**config.mk**
```make
export PLATFORM = sky130hd
export DESIGN_NAME = iir_biquad_cascade
export DESIGN_NICKNAME = d
export VERILOG_FILES = /design/src/rtl/iir_biquad_cascade.sv
export SDC_FILE = /design/constraint.sdc
export NUM_CORES = 2
export LEC_CHECK = 0
export ABC_AREA = 1
export BUFFER_PORTS_ARGS = -buffer_cell sky130_fd_sc_hd__buf_2
export CORE_MARGIN = 10
export CORE_UTILIZATION = 45
export CTS_CLUSTER_SIZE = 10
export DETAILED_ROUTE_END_ITERATION = 12
export GPL_TIMING_DRIVEN = 0
export PLACE_DENSITY = 0.57
export SKIP_CTS_REPAIR_TIMING = 1
export SYNTH_ARGS = -nofsm -noshare
export SYNTH_HDL_FRONTEND = slang
export SYNTH_SLANG_ARGS = --single-unit
```
**constraint.sdc**
```tcl
create_clock -name clk -period 17.6 [get_ports clk]
set_input_delay 0.88 -clock clk [delete_from_list [all_inputs] [get_ports clk]]
set_output_delay 0.88 -clock clk [all_outputs]
set_load 0.005 [all_outputs]
```
**src/rtl/iir_biquad_cascade.sv**
```systemverilog
// iir_biquad_cascade: N-section Direct Form I biquad cascade sharing one MAC, with double-buffered coefficients.
// Defining IIR_CASCADE_GAIN_EN adds a saturating output gain stage (GAIN state and gain port).
module iir_biquad_cascade #(
    parameter int DATA_WIDTH  = 16,
    parameter int COEFF_WIDTH = 16,
    parameter int N_SECTIONS  = 4,
    parameter int LOG_A0      = COEFF_WIDTH - 2,
    parameter int ACC_WIDTH   = DATA_WIDTH + COEFF_WIDTH + 3,
    parameter int ADDR_WIDTH  = $clog2(5 * N_SECTIONS)
) (
    input  logic                   clk,
    input  logic                   rst_n,
    input  logic                   in_valid,
    output logic                   in_ready,
    input  logic [DATA_WIDTH-1:0]  x_in,
    output logic                   out_valid,
    output logic [DATA_WIDTH-1:0]  y_out,
    input  logic                   coef_wr_en,
    input  logic [ADDR_WIDTH-1:0]  coef_addr,
    input  logic [COEFF_WIDTH-1:0] coef_data,
    input  logic                   coef_commit,
    output logic                   coef_busy,
    output logic                   sat_flag,
    input  logic                   sat_clr
`ifdef IIR_CASCADE_GAIN_EN
    ,
    input  logic [COEFF_WIDTH-1:0] gain
`endif
);
    localparam int NC = 5 * N_SECTIONS;
    localparam int SW = N_SECTIONS > 1 ? $clog2(N_SECTIONS) : 1;
    localparam int PW = DATA_WIDTH + COEFF_WIDTH;
    localparam logic signed [ACC_WIDTH-1:0] VMAX = {{(ACC_WIDTH-DATA_WIDTH+1){1'b0}}, {(DATA_WIDTH-1){1'b1}}};
    localparam logic signed [ACC_WIDTH-1:0] VMIN = ~VMAX;

    typedef enum logic [1:0] {
        IDLE,
        MAC,
`ifdef IIR_CASCADE_GAIN_EN
        SCALE,
        GAIN
`else
        SCALE
`endif
    } state_t;

    state_t state_q, state_d;
    logic signed [COEFF_WIDTH-1:0] shadow_q [NC];
    logic signed [COEFF_WIDTH-1:0] shadow_d [NC];
    logic signed [COEFF_WIDTH-1:0] active_q [NC];
    logic signed [COEFF_WIDTH-1:0] active_d [NC];
    logic signed [DATA_WIDTH-1:0]  x1_q [N_SECTIONS];
    logic signed [DATA_WIDTH-1:0]  x1_d [N_SECTIONS];
    logic signed [DATA_WIDTH-1:0]  x2_q [N_SECTIONS];
    logic signed [DATA_WIDTH-1:0]  x2_d [N_SECTIONS];
    logic signed [DATA_WIDTH-1:0]  y1_q [N_SECTIONS];
    logic signed [DATA_WIDTH-1:0]  y1_d [N_SECTIONS];
    logic signed [DATA_WIDTH-1:0]  y2_q [N_SECTIONS];
    logic signed [DATA_WIDTH-1:0]  y2_d [N_SECTIONS];
    logic signed [DATA_WIDTH-1:0]  xs_q, xs_d, y_out_q, y_out_d, mul_x, clip_v;
    logic signed [COEFF_WIDTH-1:0] mul_c;
    logic signed [PW-1:0]          prod;
    logic signed [ACC_WIDTH-1:0]   acc_q, acc_d, sc_in;
    logic [SW-1:0]                 s_q, s_d;
    logic [2:0]                    k_q, k_d;
    logic [ADDR_WIDTH-1:0]         cidx;
    logic                          out_valid_q, out_valid_d, busy_q, busy_d, sat_q, sat_d, clip_hi, clip_lo;

    // Shared multiplier: coefficient/history operand chosen by section and MAC step
    always_comb begin
        cidx  = ADDR_WIDTH'(5 * int'(s_q) + int'(k_q));
        mul_c = active_q[cidx];
        mul_x = k_q == 3'd0 ? xs_q : k_q == 3'd1 ? x1_q[s_q] : k_q == 3'd2 ? x2_q[s_q] :
                k_q == 3'd3 ? y1_q[s_q] : y2_q[s_q];
`ifdef IIR_CASCADE_GAIN_EN
        if (state_q == GAIN) begin
            mul_c = $signed(gain);
            mul_x = xs_q;
        end
        prod  = PW'(mul_c) * PW'(mul_x);
        sc_in = state_q == SCALE ? acc_q >>> LOG_A0 : ACC_WIDTH'(prod) >>> LOG_A0;
`else
        prod  = PW'(mul_c) * PW'(mul_x);
        sc_in = acc_q >>> LOG_A0;
`endif
        clip_hi = sc_in > VMAX;
        clip_lo = sc_in < VMIN;
        clip_v  = clip_hi ? {1'b0, {(DATA_WIDTH-1){1'b1}}} :
                  clip_lo ? {1'b1, {(DATA_WIDTH-1){1'b0}}} : sc_in[DATA_WIDTH-1:0];
    end

    always_comb begin
        state_d     = state_q;
        shadow_d    = shadow_q;
        active_d    = active_q;
        x1_d        = x1_q;
        x2_d        = x2_q;
        y1_d        = y1_q;
        y2_d        = y2_q;
        xs_d        = xs_q;
        y_out_d     = y_out_q;
        acc_d       = acc_q;
        s_d         = s_q;
        k_d         = k_q;
        out_valid_d = 1'b0;
        sat_d       = sat_q;
        busy_d      = busy_q | coef_commit;
        if (coef_wr_en && coef_addr < ADDR_WIDTH'(NC))
            shadow_d[coef_addr] = $signed(coef_data);
        // Bank swap only between samples, so a sample never mixes old and new coefficients
        if (state_q == IDLE && busy_d) begin
            active_d = shadow_d;
            busy_d   = 1'b0;
        end
        case (state_q)
            IDLE: if (in_valid) begin
                xs_d    = $signed(x_in);
                acc_d   = '0;
                s_d     = '0;
                k_d     = '0;
                state_d = MAC;
            end
            MAC: begin
                acc_d = k_q < 3'd3 ? acc_q + ACC_WIDTH'(prod) : acc_q - ACC_WIDTH'(prod);
                k_d   = k_q == 3'd4 ? 3'd0 : k_q + 3'd1;
                if (k_q == 3'd4)
                    state_d = SCALE;
            end
            SCALE: begin
                sat_d      = sat_q | clip_hi | clip_lo;
                x2_d[s_q]  = x1_q[s_q];
                x1_d[s_q]  = xs_q;
                y2_d[s_q]  = y1_q[s_q];
                y1_d[s_q]  = clip_v;
                xs_d       = clip_v;
                acc_d      = '0;
                if (s_q != SW'(N_SECTIONS - 1)) begin
                    s_d     = s_q + SW'(1);
                    state_d = MAC;
                end else begin
`ifdef IIR_CASCADE_GAIN_EN
                    state_d = GAIN;
`else
                    y_out_d     = clip_v;
                    out_valid_d = 1'b1;
                    state_d     = IDLE;
`endif
                end
            end
`ifdef IIR_CASCADE_GAIN_EN
            GAIN: begin
                sat_d       = sat_q | clip_hi | clip_lo;
                y_out_d     = clip_v;
                out_valid_d = 1'b1;
                state_d     = IDLE;
            end
`endif
            default: state_d = IDLE;
        endcase
        if (sat_clr)
            sat_d = 1'b0;
    end

    always_ff @(posedge clk or negedge rst_n) begin
        if (!rst_n) begin
            state_q     <= IDLE;
            shadow_q    <= '{default: '0};
            active_q    <= '{default: '0};
            x1_q        <= '{default: '0};
            x2_q        <= '{default: '0};
            y1_q        <= '{default: '0};
            y2_q        <= '{default: '0};
            xs_q        <= '0;
            y_out_q     <= '0;
            acc_q       <= '0;
            s_q         <= '0;
            k_q         <= '0;
            out_valid_q <= 1'b0;
            busy_q      <= 1'b0;
            sat_q       <= 1'b0;
        end else begin
            state_q     <= state_d;
            shadow_q    <= shadow_d;
            active_q    <= active_d;
            x1_q        <= x1_d;
            x2_q        <= x2_d;
            y1_q        <= y1_d;
            y2_q        <= y2_d;
            xs_q        <= xs_d;
            y_out_q     <= y_out_d;
            acc_q       <= acc_d;
            s_q         <= s_d;
            k_q         <= k_d;
            out_valid_q <= out_valid_d;
            busy_q      <= busy_d;
            sat_q       <= sat_d;
        end
    end

    assign in_ready  = state_q == IDLE;
    assign out_valid = out_valid_q;
    assign y_out     = y_out_q;
    assign coef_busy = busy_q;
    assign sat_flag  = sat_q;
endmodule

```
==> impl_metrics.tcl <==
set metrics [dict create \
    grt.total_usage 0.2868 \
    ant_nets 0 \
    synth_nets 6767 \
    cts-root-buf "clkbuf_16" \
    synthCells 6328 \
    gp_congestion 0.9708 \
    crit_start "s_q[1]" \
    synthMuxAreaShare 0.03925 \
    maxCapViolCount 0 \
    synth-xor-area-share 0.01051 \
    yosys_warnings 0 \
    synth_top_area_share 0.4393 \
    synth_top_family_by_area "simple AND/OR/NAND/NOR gates" \
    synth_compound_area_frac 0.1455 \
    end_kind "register" \
    drt_pass1_iterations 5 \
    port_buffers 62 \
    die_area_mm2 0.1355 \
    final.fill_count 11720 \
    setup_viol 0 \
    vias 45550 \
    synth-adder-area-share 0.1272 \
    setup_tns_ps 0 \
    synth_top_flop_cell "dfrtp_1" \
    tightest_slew_ps 1457 \
    path_clk_slew_ps 70 \
    drc 0 \
    clock-sinks 957 \
    reg2reg_slack_ps 5250 \
    timing.fmax_ghz 0.08095 \
    die_h_um 368.1 \
    r2r_start "s_q[1]" \
    hold_slack_ps 90.72 \
    seq_area_frac_synth 0.4393 \
    vias_per_cell 5.584 \
    critPathMaxStageDelay_ps 830 \
    post-synth-top-count-cell "nand2_1" \
    fp.coreArea_mm2 0.1201 \
    start_util 0.4538 \
    antenna_found_initial 4 \
    synth.ff_latch_count 957 \
    synth_common_cells "1524 x nand2_1, 981 x o21ai_0, 957 x dfrtp_1, 821 x inv_1, 308 x a21oi_1" \
    routedWlPerCell_um 24.03 \
    grt_pass1_wl_mm 292.9 \
    rsz0062_at_grt "no" \
    ctsHtreeMaxLevel 3 \
    grt_max_degree 116 \
    netlist_area_mm2 0.05451 \
    cts_buffers 109 \
    syn_area_per_cell_um2 8.615 \
    fp-row-count 127 \
    routed_wl_mm 196.0 \
    clock_skew_ps 75.60 \
    ios 63 \
    layout-drive-gt1-share 0.09740 \
    finalHoldViolCount 0 \
    worstPathArrival_ps 12990 \
    min_period_ps 12350 \
    syn_to_final_growth_pct 10.64 \
    clk_latency_ps 740 \
    synth_largest_area_cell "dfrtp_1" \
    endpoint "acc_q[34]" \
    grt_pass1_vias 44190 \
    reg2reg_depth 46 \
    synth_cell_types 61 \
    critPathMaxFanout 10 \
    maxSlewHeadroom 0.02880 \
    critPathKind "reg -> reg" \
    synth.area.top_cells "dfrtp_1 44%, nand2_1 10%, fa_1 9.7%" \
    overflow 0 \
    synth_simple_gate_area_frac 0.1498 \
    place_hpwl_mm 148.0 \
    synthArstFlopShare 1.000 \
    worst_path_max_delay_cell "fa_1" \
    clk_path_buf_depth 3 \
    worstPathRequired_ps 18240 \
    synth-edff-count 0 \
    finalCritPeriodShare 0.7019 \
    reg2reg_to "acc_q[34]" \
    die_x_um 368.1 \
    start_kind "register" \
    cts_tree "yes" \
    hp-class "in -> async" \
    dr.first_iter.drc_count 5400 \
    crit_top_cell "inv_1" \
    slew_viol_final 0 \
    finish.net_count 6951 \
    status "finished, final reports clean" \
]
stage by stage:
stage	util	cells	worst slack [ps]	instance area, um2
3_3_place_gp	0.4732	8002	-5528	56840
5_1_grt	0.5020	8154	4475	60310
6_report	0.5021	8157	5246	60310
2_1_floorplan	-	6328	7837	54510
4_1_cts	0.5020	8152	5266	60300
3_5_place_dp	0.4758	8013	5279	57160
worst max-delay path, delay by kind of cell (launching register included):
kind	cells	cell delay, ps
xor+xnor	2	660
simple gates	15	1840
compound gates	6	1540
buf+inv	12	2260
fa+ha+maj	11	5400
flops	1	520
cells in the final DEF, fill, tap and decap left out, drive strengths merged, types with 132 or more instances in the layout:
cell type | synthesis | layout
ha | 132 | 132
inv | 843 | 845
buf | 151 | 224
clkbuf | 220 | 348
dfrtp | 957 | 957
fa | 264 | 264
nor2 | 310 | 310
nand2 | 1547 | 1547
o21ai | 994 | 994
mux2 | 190 | 190
a21oi | 315 | 315
layer usage:
layer	part of all wire	GRT usage	wire (um)	vias to the layer above
li1	-	-	-	20550
met1	0.46	0.4348	90280	22790
met2	0.41	0.3992	79860	1924
met3	0.10	0.07126	20010	286
met4	0.030	0.08458	5851	0
met5	0	0	0	-
how the worst min path moves through the flow:
| stage | slack (ps) | to | from | cells past startpoint |
|---|---|---|---|---|
| 2_1_floorplan | 440 | x1_q[11] | x1_q[11] | 2 |
| 4_1_cts | 110 | shadow_q[74] | rst_n | 1 |
| 6_report | 90 | shadow_q[74] | rst_n | 1 |
| 5_1_grt | 140 | shadow_q[74] | rst_n | 1 |
| 3_5_place_dp | 460 | x1_q[8] | x1_q[8] | 2 |
| 3_3_place_gp | 450 | x1_q[7] | x1_q[7] | 2 |
state kept, by name (all words and copies together) (netlist names):
| name | cells |
|---|---|
| k_q | 3 |
| y2_q | 64 |
| coef_busy | 1 |
| out_valid | 1 |
| y_out | 16 |
| s_q | 2 |
| shadow_q | 320 |
| y1_q | 48 |
| acc_q | 35 |
| sat_flag | 1 |
| active_q | 320 |
| x2_q | 64 |
| x1_q | 64 |
| state_q | 2 |
| xs_q | 16 |
cell families after synthesis:
family	after synthesis
simple gates	2033
compound gates	1477
buf+inv	1216
flops	957
fa+ha+maj	396
mux	190
xor+xnor	59
final cells by class:
cell class	count	area, um2	area share
multi-input combinational	4155	25750	0.4270
sequential	957	23950	0.3971
inverter	845	3174	0.05263
clock buffer	128	2879	0.04773
tap	1612	2017	0.03344
buffer	371	1658	0.02749
timing repair buffer	73	606.8	0.01006
clock inverter	11	262.8	0.004356
antenna	5	12.51	0.0002075
Power is left out: the tool's default activity adds up to more than one toggle a clock period on the data nets, which glitch-free logic cannot reach.
